File: config.mk
export PLATFORM = sky130hd
export DESIGN_NAME = cacheline_burst_adaptor
export DESIGN_NICKNAME = d
export VERILOG_FILES = /design/src/rtl/cache_types_pkg.sv /design/src/rtl/burst_beat_counter.sv /design/src/rtl/cacheline_burst_adaptor.sv
export SDC_FILE = /design/constraint.sdc
export NUM_CORES = 1
export LEC_CHECK = 0
export ABC_AREA = 1
export ABC_CLOCK_PERIOD_IN_PS = 32400
export BUFFER_PORTS_ARGS = -buffer_cell sky130_fd_sc_hd__buf_2
export CAP_MARGIN = 0
export CORE_AREA = 8 8 384 386
export CTS_CLUSTER_SIZE = 30
export DETAILED_ROUTE_END_ITERATION = 10
export DIE_AREA = 0 0 392 394
export RECOVER_POWER = 100
export SLEW_MARGIN = 15
export SYNTH_ARGS = -nofsm -noshare
export SYNTH_HDL_FRONTEND = slang
export SYNTH_SLANG_ARGS = --single-unit
File: constraint.sdc
create_clock -name clk -period 32.4 [get_ports clk]
set_input_delay 4.86 -clock clk [delete_from_list [all_inputs] [get_ports clk]]
set_output_delay 4.86 -clock clk [all_outputs]
set_load 0.005 [all_outputs]
File: src/rtl/cache_types_pkg.sv
// Shared types for the cache line burst adaptor.
// Holds the adaptor FSM state type, the default line/beat word types and the
// default number of memory beats per line.
package cache_types_pkg;

  localparam int S_OFFSET = 5;
  localparam int S_BURST  = 64;
  localparam int S_LINE   = 8 * (2 ** S_OFFSET);
  localparam int BEATS    = S_LINE / S_BURST;

  typedef logic [S_LINE-1:0]  line_t;
  typedef logic [S_BURST-1:0] beat_t;

  typedef enum logic [2:0] {
    IDLE,
    FILL,
    FILL_WR,
    WB,
    DONE
  } adaptor_state_t;

endpackage

File: src/rtl/burst_beat_counter.sv
// Beat counter and slot generator for one memory burst.
// Ports:
//   clk, rst  - clock, async active-high reset
//   i_load    - start a new burst: count <= 0, start <= i_start
//   i_start   - first slot of the burst (critical beat)
//   i_adv     - one beat accepted, advance the count (wraps mod BEATS_P)
//   o_slot    - line slot of the current beat = (start + count) mod BEATS_P
//   o_last    - current beat is the final beat of the burst
module burst_beat_counter #(
  parameter int BEATS_P = 4,
  parameter int CW      = 2
) (
  input  logic          clk,
  input  logic          rst,
  input  logic          i_load,
  input  logic [CW-1:0] i_start,
  input  logic          i_adv,
  output logic [CW-1:0] o_slot,
  output logic          o_last
);

  logic [CW-1:0] r_count;
  logic [CW-1:0] r_start;

  always_ff @(posedge clk or posedge rst) begin
    if (rst) begin
      r_count <= '0;
      r_start <= '0;
    end else if (i_load) begin
      r_count <= '0;
      r_start <= i_start;
    end else if (i_adv) begin
      r_count <= o_last ? '0 : r_count + 1'b1;
    end
  end

  assign o_last = (r_count == CW'(BEATS_P - 1));
  // BEATS_P is a power of two, so CW-bit truncation of the sum is the modulo.
  assign o_slot = r_start + r_count;

endmodule

File: src/rtl/cacheline_burst_adaptor.sv
// Converts L1 line transfers into fixed-length memory bursts.
// Fill: gathers BEATS inbound beats into a line, then writes it to the data
// array with a one-cycle full byte mask. Writeback: sends a latched dirty
// line out as BEATS beats.
// Build option: LINE_WRAP_EN selects critical-beat-first ordering, starting
// at the beat addressed by address_i and issuing the beat-aligned address.
// Ports:
//   read_i/write_i/address_i/line_i  - controller request (held until resp_o)
//   line_o/resp_o                    - assembled line, completion pulse
//   fill_write_en/windex/data        - data array write port
//   mem_*                            - memory burst interface
//
// state   | meaning
// IDLE    | waiting for a request; writeback has priority over fill
// FILL    | mem_read_o high, collecting inbound beats
// FILL_WR | one-cycle full-mask write of the assembled line to the array
// WB      | mem_write_o high, sending outbound beats
// DONE    | resp_o pulse, then back to IDLE
module cacheline_burst_adaptor
  import cache_types_pkg::*;
#(
  parameter  int s_offset = 5,
  parameter  int s_index  = 3,
  parameter  int s_burst  = 64,
  parameter  int s_addr   = 32,
  localparam int S_LINE   = 8 * (2 ** s_offset)
) (
  input  logic                   clk,
  input  logic                   rst,
  input  logic                   read_i,
  input  logic                   write_i,
  input  logic [s_addr-1:0]      address_i,
  input  logic [S_LINE-1:0]      line_i,
  output logic [S_LINE-1:0]      line_o,
  output logic                   resp_o,
  output logic [2**s_offset-1:0] fill_write_en,
  output logic [s_index-1:0]     fill_windex,
  output logic [S_LINE-1:0]      fill_data,
  output logic                   mem_read_o,
  output logic                   mem_write_o,
  output logic [s_addr-1:0]      mem_address_o,
  output logic [s_burst-1:0]     mem_wdata_o,
  input  logic [s_burst-1:0]     mem_rdata_i,
  input  logic                   mem_resp_i
);

  localparam int BEATS_L = S_LINE / s_burst;
  localparam int CW      = (BEATS_L > 1) ? $clog2(BEATS_L) : 1;
`ifdef LINE_WRAP_EN
  localparam int LOW_BITS = $clog2(s_burst / 8);
`else
  localparam int LOW_BITS = s_offset;
`endif
  localparam logic [s_addr-1:0] ADDR_MASK = {s_addr{1'b1}} << LOW_BITS;

  adaptor_state_t    r_state, w_next;
  logic [s_addr-1:0] r_addr;
  logic [S_LINE-1:0] r_wline;
  logic [S_LINE-1:0] r_line;
  logic              w_load;
  logic              w_adv;
  logic [CW-1:0]     w_start;
  logic [CW-1:0]     w_slot;
  logic              w_last;

`ifdef LINE_WRAP_EN
  assign w_start = address_i[s_offset-1 -: CW];
`else
  assign w_start = '0;
`endif

  burst_beat_counter #(
    .BEATS_P (BEATS_L),
    .CW      (CW)
  ) u_cnt (
    .clk     (clk),
    .rst     (rst),
    .i_load  (w_load),
    .i_start (w_start),
    .i_adv   (w_adv),
    .o_slot  (w_slot),
    .o_last  (w_last)
  );

  always_ff @(posedge clk or posedge rst) begin
    if (rst) begin
      r_state <= IDLE;
      r_addr  <= '0;
      r_wline <= '0;
      r_line  <= '0;
    end else begin
      r_state <= w_next;
      if (w_load) r_addr <= address_i;
      if (r_state == IDLE && write_i) r_wline <= line_i;
      if (r_state == FILL && mem_resp_i) r_line[w_slot*s_burst +: s_burst] <= mem_rdata_i;
    end
  end

  always_comb begin
    w_next        = r_state;
    w_load        = 1'b0;
    w_adv         = 1'b0;
    resp_o        = 1'b0;
    fill_write_en = '0;
    fill_windex   = '0;
    mem_read_o    = 1'b0;
    mem_write_o   = 1'b0;
    mem_address_o = '0;
    mem_wdata_o   = '0;
    case (r_state)
      IDLE: begin
        if (write_i) begin
          w_next = WB;
          w_load = 1'b1;
        end else if (read_i) begin
          w_next = FILL;
          w_load = 1'b1;
        end
      end
      FILL: begin
        mem_read_o    = 1'b1;
        mem_address_o = r_addr & ADDR_MASK;
        if (mem_resp_i) begin
          w_adv = 1'b1;
          if (w_last) w_next = FILL_WR;
        end
      end
      FILL_WR: begin
        fill_write_en = '1;
        fill_windex   = r_addr[s_offset +: s_index];
        w_next        = DONE;
      end
      WB: begin
        mem_write_o   = 1'b1;
        mem_address_o = r_addr & ADDR_MASK;
        mem_wdata_o   = r_wline[w_slot*s_burst +: s_burst];
        if (mem_resp_i) begin
          w_adv = 1'b1;
          if (w_last) w_next = DONE;
        end
      end
      DONE: begin
        resp_o = 1'b1;
        w_next = IDLE;
      end
      default: w_next = IDLE;
    endcase
  end

  assign line_o    = r_line;
  assign fill_data = r_line;

endmodule
Yosys cells after proc, flatten, opt, wreduce, memory -nomap -nowiden
Index checks and enable logic that the tools add are counted.
Word-level totals
  register bits: 549
  logic and storage cells: 49
Cells by class
  add/sub/neg operators: 2
  equality and inequality tests: 10
  shifts and indexed selects: 3
  mux-type cells: 23
  reduce and logical (&&, ||, !) cells: 6
Operator list (count)
  256-bit bitwise mux: 1
  64-bit by 34-bit variable shift with 256-bit output, first input constant: 1
  256-bit by 9-bit variable part select with 64-bit output: 1
  64-bit by 34-bit variable part select with 256-bit output: 1
  32-bit two-way mux: 2
  64-bit two-way mux: 1
  8-bit negation with 34-bit output: 1
  3-bit two-way mux: 7
  3-bit case mux with 4 select lines: 1
  1-bit two-way mux: 8
  3-bit by 2-bit equality test with 1-bit output, second input constant: 2
  2-bit two-way mux: 3
  5-bit AND reduction: 1
  2-bit by 1-bit inequality test with 1-bit output, second input constant: 2
  2-bit inequality test, second input constant: 2
  3-bit by 1-bit equality test with 1-bit output, second input constant: 1
  3-bit equality test, second input constant: 1
  3-bit logical NOT: 1
  3-bit inequality test, second input constant: 1
  2-bit by 1-bit adder with 2-bit output, second input constant: 1
  2-bit equality test, second input constant: 1
  1-bit logical AND: 2
  2-bit nonzero test: 1
  2-bit OR reduction: 1

Logic depth before layout (Yosys ltp)
Gate-level depths: netlist of the first run.
  depth in word-level cells: 5
  gate-level depth with buffers: 12
  gate-level depth less buffers: 7

Cells and area by module
From an unflattened synthesis of the first run, not the netlist that was laid out.
Second synthesis, totals
  cell total of the unflattened synthesis: 3788
  area, all modules: 28020.6 µm²
By module, submodules not included
  cacheline_burst_adaptor: instances 1, cells an instance 3758, area each 27800.4 µm², sequential area each 13563.0 µm²
  burst_beat_counter: instances 1, cells an instance 30, area each 220.2 µm², sequential area each 100.1 µm²

Worst setup path after synthesis of the first run
Ideal clock, no wire load.
  kind: reg-to-output
  start point: register r_state[2]
  end point: output port fill_windex[0]
  data arrival time: 1989 ps
  setup slack: 25551 ps
  stages on the path, launching flop included: 6
  cells stage by stage: dfrtp_1 > clkinv_1 > nand2_1 > nor2_1 > inv_1 > nor2_1
On the way
  longest elaborated chain between the ends: 2
Ends and longest elaborated chain
  start: declaration: line cacheline_burst_adaptor.sv:56  | adaptor_state_t r_state, w_next;
  start signal: assignment: line cacheline_burst_adaptor.sv:92  | r_state <= w_next;
  3-bit by 2-bit equality test with 1-bit output: line cacheline_burst_adaptor.sv:110  | case (r_state)
  3-bit two-way mux: line cacheline_burst_adaptor.sv:110
  end: declaration: line cacheline_burst_adaptor.sv:37  | output logic [s_index-1:0] fill_windex,
No other way between the ends.

Worst setup path in the final report of the first run
  start point: input port write_i
  end point: register r_wline[48]
On the way
  longest elaborated chain between the ends: 1
Ends and longest elaborated chain
  start: declaration: line cacheline_burst_adaptor.sv:31  | input logic write_i,
  1-bit logical AND: line cacheline_burst_adaptor.sv:94  | if (r_state == IDLE && write_i) r_wline <= line_i;
  end signal: assignment: line cacheline_burst_adaptor.sv:94
  end: declaration: line cacheline_burst_adaptor.sv:58  | logic [S_LINE-1:0] r_wline;
No other way between the ends.
A chain may end at the register's enable or synchronous reset.

==> results_dict.tcl, run 1 <==
set metrics [dict create \
    period_share_pct 52.8 \
    syn2layout_area_growth_pct 21.7 \
    root_buffer "clkbuf_16" \
    yosysWarnings 0 \
    leakagePower_nw 17.6 \
    antenna_found_initial 26 \
    relSlewSlack_pct -459 \
    skew_ns 0.0339 \
    wl_per_cell_um 22.9 \
    max-clock-path-buffers 3 \
    instances_no_fill 6147 \
    cts_setup_buffers 0 \
    gr-total-overflow 0 \
    critPathKind "input pin to flip-flop" \
    fmax_ghz 0.0585 \
    die_w_um 392 \
    yosys_register_bits 544 \
    dpl.hpwl_um 105000 \
    totalWireLength_um 141000 \
    cts.clk_slew.worst_paths_ns 0.06 \
    drt_first_pass_iters 6 \
    hold_path_class "flip-flop to flip-flop" \
    htreeDepth 3 \
    crit_path_start_kind "input pin" \
    cts.sinks 544 \
    clock_latency_ns 0.66 \
    hold_buffers 0 \
    num_rows 138 \
    yosysMostFrequentCell "nand2_1" \
    ant_nets 0 \
    synth.distinct_cells 22 \
    vdd_ir_drop_max_mv 0.0708 \
    syn-cell-area_sq_um 27700 \
    grt_max_degree 225 \
    drc 0 \
    status "finished, violations left" \
    syn_avg_cell_area_sq_um 7.63 \
    final-hold-violation-count 0 \
    cts-resized-gates 0 \
    drt_iter0_markers 2262 \
    initial_core_util_pct 19.7 \
    async_flop_share_pct 100 \
    synth_edf_count 0 \
    yosysSeqAreaShare_pct 49.1 \
    worst_pin_slew_ns 8.39 \
    failed_checks "capacitance limit, slew limit" \
    required_ns 32.88 \
    grt_util_all_layers_pct 17.3 \
    fin_util_pct 23.9 \
    synth_cells 3634 \
    place_inst 6020 \
    gp_congestion 0.883 \
    slew_viol_final 1462 \
    port_buffers 992 \
    die-area_sq_um 154000 \
    netlist.area_leader.share_pct 49.1 \
    synth.area.top_cells "dfrtp_1, nand2_1, buf_4" \
    min_period_ns 17.10 \
    synth_flop_cell "dfrtp_1" \
    cap_violations 19 \
    grt_pass1_wl_um 195000 \
    core_sq_um 141000 \
    fin_tns_setup_ns 0 \
    grt_pass1_vias 25833 \
    cts_buffers 69 \
    synth_commonest_cells "nand2_1, dfrtp_1, nor2_1" \
    tritoncts "yes" \
    rsz0062_at_grt "false" \
    layout-drive-gt1-share_pct 14.9 \
    synth_top_area_cell "dfrtp_1" \
    route.vias.total 26621 \
    nets 4564 \
    cp_max_fo 224 \
    power.density_nw_per_um2 97.5 \
    io_pins 1003 \
    die_h_um 394 \
    finalSetupViolCount 0 \
    endpoint_kind "flip-flop" \
    via_per_inst 4.33 \
    critPathArrivalTime_ns 17.59 \
]
==> registers in the layout, summed over array words and instances, names as in the netlist <==
name           flops
fill_data        256
r_state            3
r_wline          256
u_cnt.r_count      2
r_addr            27
==> area by class of cell <==
cell class | instances | area [sq um]
timing repair buffer | 1024 | 4520
multi-input combinational | 2201 | 9600
tap | 1890 | 2360
fill | 16016 | 107000
inverter | 361 | 1360
clock inverter | 18 | 214
antenna | 9 | 22.5
sequential | 544 | 13600
clock buffer | 100 | 2020
==> through the flow <==
stage | cell area [sq um] | hold WS (ns) | total power, mW | worst slack [ns]
floorplan | 27700 | 0.448 | 1.95 | 12.33
global placement | 32200 | 0.463 | 2.54 | 23.84
detailed placement | 32200 | 0.468 | 2.57 | 23.81
CTS | 34400 | 0.482 | 3.36 | 23.99
global route | 33700 | 0.500 | 3.51 | 14.02
finish | 33700 | 0.478 | 3.29 | 15.30
==> critical path, stage by stage <==
cell and delay [ns]:
clkbuf_1 0.10, nand3_1 1.87, clkbuf_1 5.94, clkbuf_1 3.12
buf_4 1.04, a21oi_1 0.21
==> routing by layer <==
layer / vias to the layer above / GRT usage, % / wire length, um
met5: - / 0 / 160
met3: 242 / 5.90 / 14100
li1: 12148 / - / -
met1: 12871 / 21.0 / 55200
met2: 1334 / 27.5 / 64400
met4: 26 / 8.32 / 7190
==> cell families after synthesis <==
kind of cell / after synthesis / synth area share [%]
compound gates: 414 / 7.90
fa+ha+maj: 6 / 0.271
buf+inv: 893 / 16.7
flops: 544 / 49.1
other cells: 1 / 0.0135
simple gates: 1776 / 26.0
==> path summary, 6_finish.rpt <==
path,startpoint,end,slack [ns],cells after the start
max in group asynchronous,rst,fill_data[43],16.10,5
worst min-delay path,r_wline[243],r_wline[243],0.48,2
worst max-delay path,write_i,r_wline[48],15.30,6
worst min register to register,r_wline[243],r_wline[243],0.48,2
min in group asynchronous,rst,r_wline[200],5.78,2
worst max register to register,r_state[2],r_wline[48],18.85,6
==> where the power goes <==
part,total [mW],switching (mW),internal (mW)
sequential,1.09,0.164,0.931
combinational,1.41,1.01,0.398
clock,0.779,0.323,0.456
total,3.29,1.50,1.79
==> cell usage in the layout (no fill, tap or decap), types with 71 or more instances in the layout <==
master and instances:
a21oi_1 266, buf_2 486, clkbuf_1 523, clkbuf_16 71
dfrtp_1 543, inv_1 355, nand2_1 845, nand3_1 390
nor2_1 529, o21ai_0 101
(Power assumes the default switching activity.)
==> inputs of run 2 (changes only) <==
ABC_CLOCK_PERIOD_IN_PS = 16100   (was 32400)
clock period = 16.1 ns   (was 32.4 ns; I/O delays follow)
==> run 2 against run 1 <==
The flow still finishes with violations (capacitance limit, slew limit). Combinational power rose by 98%. Sequential cell count stayed put. Worst setup slack got worse by 9.7 ns. Total power grew 100%. Non-clock buffer count decreased by 2. Via count decreased by 1.4%. Clock power grew 110%. Highest routed layer unchanged. Core utilization increased by 0.088 points. Count of clock-buffer cells in the layout is 1 higher.
==> results_dict.tcl, run 2 (synthesized netlist as in run 1, its figures left out) <==
set metrics [dict create \
    totalWireLength_um 139000 \
    r2r_end "fill_data[27]" \
    cp_slowest_stage_delay_ns 2.55 \
    worst_pin_slew_ns 6.95 \
    die_h_um 394 \
    tritoncts "yes" \
    min_from "r_wline[253]" \
    critPathArrivalTime_ns 8.10 \
    crit_path_start_kind "flip-flop" \
    multiInputGateArea_sq_um 9540 \
    period_share_pct 65.3 \
    drt_first_pass_iters 5 \
    n_fill_cell 15999 \
    power.density_nw_per_um2 196 \
    status "finished, violations left" \
    cts_buffers 70 \
    path_common_cell "clkbuf_1" \
    die-area_sq_um 154000 \
    clock_latency_ns 0.63 \
    rsz0062_at_grt "false" \
    instances_no_fill 6154 \
    grt_max_degree 235 \
    r2r_slack_ns 6.40 \
    wl_per_cell_um 22.6 \
    power.switching_mw 3.00 \
    finalWorstSetupSlack_ns 5.59 \
    cpMaxStageDelayCell "clkinvlp_2" \
    io_pins 1003 \
    cts.sinks 544 \
    core_sq_um 141000 \
    gp_congestion 0.878 \
    leakagePower_nw 17.6 \
    path_cells "clkinvlp_2 > clkbuf_1 > o21ai_0 > a21oi_1 > clkbuf_1" \
    power.share.switching_pct 45.4 \
    fin_tns_setup_ns 0 \
    finalSetupViolCount 0 \
    holdPathEnd "r_wline[253]" \
    cp_max_fo 55 \
    cts-resized-gates 0 \
    slew_viol_final 928 \
    cp-startpoint "u_cnt.r_count[0]" \
    endpoint_kind "primary output" \
    grt_pass1_vias 25829 \
    grt_pass1_wl_um 194000 \
    regArea_sq_um 13600 \
    gr-total-overflow 0 \
    route.vias.total 26260 \
    critPathKind "flip-flop to primary output" \
    antenna_found_initial 16 \
    initial_core_util_pct 19.7 \
    required_ns 13.69 \
    r2r_start "u_cnt.r_count[0]" \
    power_frac_clock_pct 24.5 \
    drt_iter0_markers 2003 \
    cts_setup_buffers 0 \
    ant_nets 0 \
    drc 0 \
    vdd_ir_drop_max_mv 0.126 \
    max-clock-path-buffers 3 \
    num_rows 138 \
    hold_path_class "flip-flop to flip-flop" \
    layout_common_cells "nand2_1, dfrtp_1, nor2_1, clkbuf_1, buf_2" \
    combPwrFrac_pct 42.2 \
    min_period_ns 10.51 \
    layout-drive-gt1-share_pct 14.9 \
    failed_checks "capacitance limit, slew limit" \
    final_common_cell "nand2_1" \
    fmax_ghz 0.0951 \
    syn2layout_area_growth_pct 22.1 \
    htreeDepth 3 \
    dpl.hpwl_um 104000 \
    pre_cts_ws_ns 9.80 \
    root_buffer "clkbuf_16" \
    cap_violations 15 \
    hold_buffers 0 \
    cts.clk_slew.worst_paths_ns 0.06 \
    port_buffers 992 \
    p_seq_share_pct 33.3 \
    nets 4563 \
    via_per_inst 4.27 \
    min_path_cells 2 \
    relSlewSlack_pct -363 \
    grt_util_all_layers_pct 17.1 \
    final-hold-violation-count 0 \
    p_int_mw 3.61 \
    whs_ns 0.482 \
    skew_ns 0.0220 \
    place_inst 6018 \
    worst-r2r-cell-count 7 \
    die_w_um 392 \
]
run 2: critical path: cells and delay by family, from the launching register on:
| kind | cells | cell delay (ns) |
|---|---|---|
| AO/OA/AOI/OAI | 2 | 1.04 |
| buffers and inverters | 3 | 4.28 |
| flip-flops | 1 | 2.01 |
run 2: stage by stage:
| stage | power [mW] | util [%] | cell area (sq um) |
|---|---|---|---|
| floorplan | 3.92 | - | 27700 |
| global placement | 5.11 | 22.9 | 32200 |
| detailed placement | 5.15 | 22.9 | 32200 |
| CTS | 6.82 | 24.6 | 34600 |
| global route | 7.09 | 24.0 | 33800 |
| finish | 6.62 | 24.0 | 33800 |
run 2: area by class of cell:
| type | instances | share of cell area, % |
|---|---|---|
| clock buffers | 101 | 6.03 |
| diodes | 9 | 0.0665 |
| well taps | 1890 | 6.99 |
| flip-flops and latches | 544 | 40.2 |
| repair buffers | 1022 | 13.5 |
| clock inverters | 26 | 0.943 |
| multi-input cells | 2201 | 28.2 |
| inverters | 361 | 4.02 |
run 2: metal layers:
metal	global-route usage [%]	wire (um)
met1	20.8	55400
met2	27.7	63900
met3	5.07	12500
met4	8.05	7020
met5	0	25
run 2: how the worst max path moves through the flow:
stage	end	slack [ns]
after floorplan	fill_data[0]	6.29
after detailed placement	mem_wdata_o[50]	9.80
after CTS	mem_wdata_o[50]	9.04
final	mem_wdata_o[48]	5.59
after global routing	fill_data[156]	5.25
after global placement	mem_wdata_o[50]	9.81
run 2: power groups by stage:
stage | clock network, mW | registers (mW) | logic [mW]
6_report | 1.62 | 2.20 | 2.79
3_5_place_dp | 0 | 2.22 | 2.94
5_1_grt | 1.73 | 2.26 | 3.11
3_3_place_gp | 0 | 2.20 | 2.91
2_1_floorplan | 0 | 2.11 | 1.81
4_1_cts | 1.68 | 2.20 | 2.95
==> inputs of run 3 (changes only) <==
ABC_CLOCK_PERIOD_IN_PS = 10080   (was 16100)
clock period = 10.08 ns   (was 16.1 ns; I/O delays follow)
==> run 3 against run 2 <==
Critical endpoint is now fill_data[8]. Global-route usage about the same. Sequential cell count unchanged. Highest routed layer unchanged. Largest power group unchanged. Register-to-register slack got worse by 3.7 ns. Total power increased by 59%. The run still ends with capacitance limit, slew limit left.
==> results_dict.tcl, run 3 (synthesized netlist as in run 1, its figures left out) <==
set metrics [dict create \
    crit_family "simple AND/OR/NAND/NOR gates" \
    skew_ns 0.0271 \
    grt_util_all_layers_pct 17.1 \
    drc 0 \
    power.density_nw_per_um2 312 \
    antenna_found_initial 16 \
    route.vias.total 26320 \
    cp-startpoint "u_cnt.r_count[0]" \
    die_h_um 394 \
    path_common_cell "nand3_1" \
    r2r_start "u_cnt.r_count[0]" \
    max-clock-path-buffers 3 \
    grt_max_degree 235 \
    clock_latency_ns 0.65 \
    nets 4563 \
    relSlewSlack_pct -179 \
    crit_path_start_kind "flip-flop" \
    final-hold-violation-count 0 \
    drt_first_pass_iters 6 \
    n_fill_cell 16021 \
    cp_max_fo 62 \
    min_period_ns 7.35 \
    fmax_ghz 0.136 \
    cts-resized-gates 0 \
    slew_viol_final 945 \
    vdd_ir_drop_max_mv 0.239 \
    syn2layout_area_growth_pct 22.0 \
    ant_nets 0 \
    io_pins 1003 \
    dpl.hpwl_um 103000 \
    min_from "r_wline[247]" \
    finalSetupViolCount 0 \
    layout-drive-gt1-share_pct 15.0 \
    cts.clk_slew.worst_paths_ns 0.06 \
    root_buffer "clkbuf_16" \
    layout_common_cells "nand2_1, dfrtp_1, nor2_1" \
    period_share_pct 72.9 \
    worst_pin_slew_ns 4.18 \
    gp_congestion 0.889 \
    cts_setup_buffers 0 \
    cap_violations 13 \
    path_buf_inv 2 \
    core_sq_um 141000 \
    grt_pass1_wl_um 194000 \
    cp_slowest_stage_delay_ns 2.51 \
    fin_tns_setup_ns 0 \
    cts_buffers 70 \
    required_ns 10.67 \
    status "finished, violations left" \
    drt_iter0_markers 1853 \
    gr-total-overflow 0 \
    critPathArrivalTime_ns 7.94 \
    whs_ns 0.477 \
    hold_path_class "flip-flop to flip-flop" \
    grt_pass1_vias 25579 \
    die-area_sq_um 154000 \
    die_w_um 392 \
    via_per_inst 4.28 \
    totalWireLength_um 139000 \
    tritoncts "yes" \
    rsz0062_at_grt "false" \
    critPathKind "flip-flop to flip-flop" \
    hold_buffers 0 \
    cts.sinks 544 \
    final_common_cell "nand2_1" \
    wl_per_cell_um 22.6 \
    cpMaxStageDelayCell "nand3_1" \
    leakagePower_nw 17.6 \
    initial_core_util_pct 19.7 \
    num_rows 138 \
    htreeDepth 3 \
    port_buffers 992 \
    endpoint_kind "flip-flop" \
    path_cells "clkinvlp_2 > ha_1 > inv_1 > nand3_1 > nor2_1 > nand3_1 > nand2_1" \
    failed_checks "capacitance limit, slew limit" \
]
## run 3: routing by layer
metal | GRT usage [%] | vias to the layer above | part of all wire [%]
li1 | - | 12177 | -
met1 | 20.5 | 12726 | 39
met2 | 27.9 | 1204 | 47
met3 | 5.87 | 205 | 10
met4 | 7.16 | 8 | 4.1
met5 | 0 | - | 0.035
## run 3: final timing paths
check	end	slack (ns)	cells after the start
setup / recovery	fill_data[8]	2.73	7
hold / removal	r_wline[247]	0.48	2
setup reg to reg	fill_data[8]	2.73	7
hold reg to reg	r_wline[247]	0.48	2
max in group asynchronous	r_wline[0]	4.08	4
min in group asynchronous	fill_data[143]	1.36	2
## run 3: worst register-to-register path: stages, from the launching register on
cell,delay (ns)
dfrtp_4,0.92
clkinvlp_2,1.23
ha_1,1.10
inv_1,0.27
nand3_1,2.51
nor2_1,1.01
nand3_1,0.16
nand2_1,0.10
## run 3: through the flow
stage          std cells  cell area, sq um  setup WS, ns  util (%)  power (mW)
6_report            6155             33800          2.73      24.0        10.5
5_1_grt             6150             33800          2.38      24.0        11.3
4_1_cts             6145             34500          4.47      24.5        10.8
3_5_place_dp        6018             32200          5.21      22.9        8.23
3_3_place_gp        6018             32200          5.24      22.9        8.16
2_1_floorplan       3638             27700          1.17         -        6.27
## run 3: power breakdown
part	leakage [nW]	internal, mW	switching (mW)
clock	1.12	1.48	1.06
combinational	9.71	1.27	3.20
sequential	6.78	2.99	0.545
## run 3: layout make-up
class                      instances  area [sq um]  share of cell area, %
inverter                         361          1360                   4.03
sequential                       544         13600                   40.3
multi-input combinational       2201          9560                   28.3
antenna                           10          25.0                 0.0740
clock buffer                     105          2060                   6.11
timing repair buffer            1022          4580                   13.6
clock inverter                    22           234                  0.692
tap                             1890          2360                   7.00
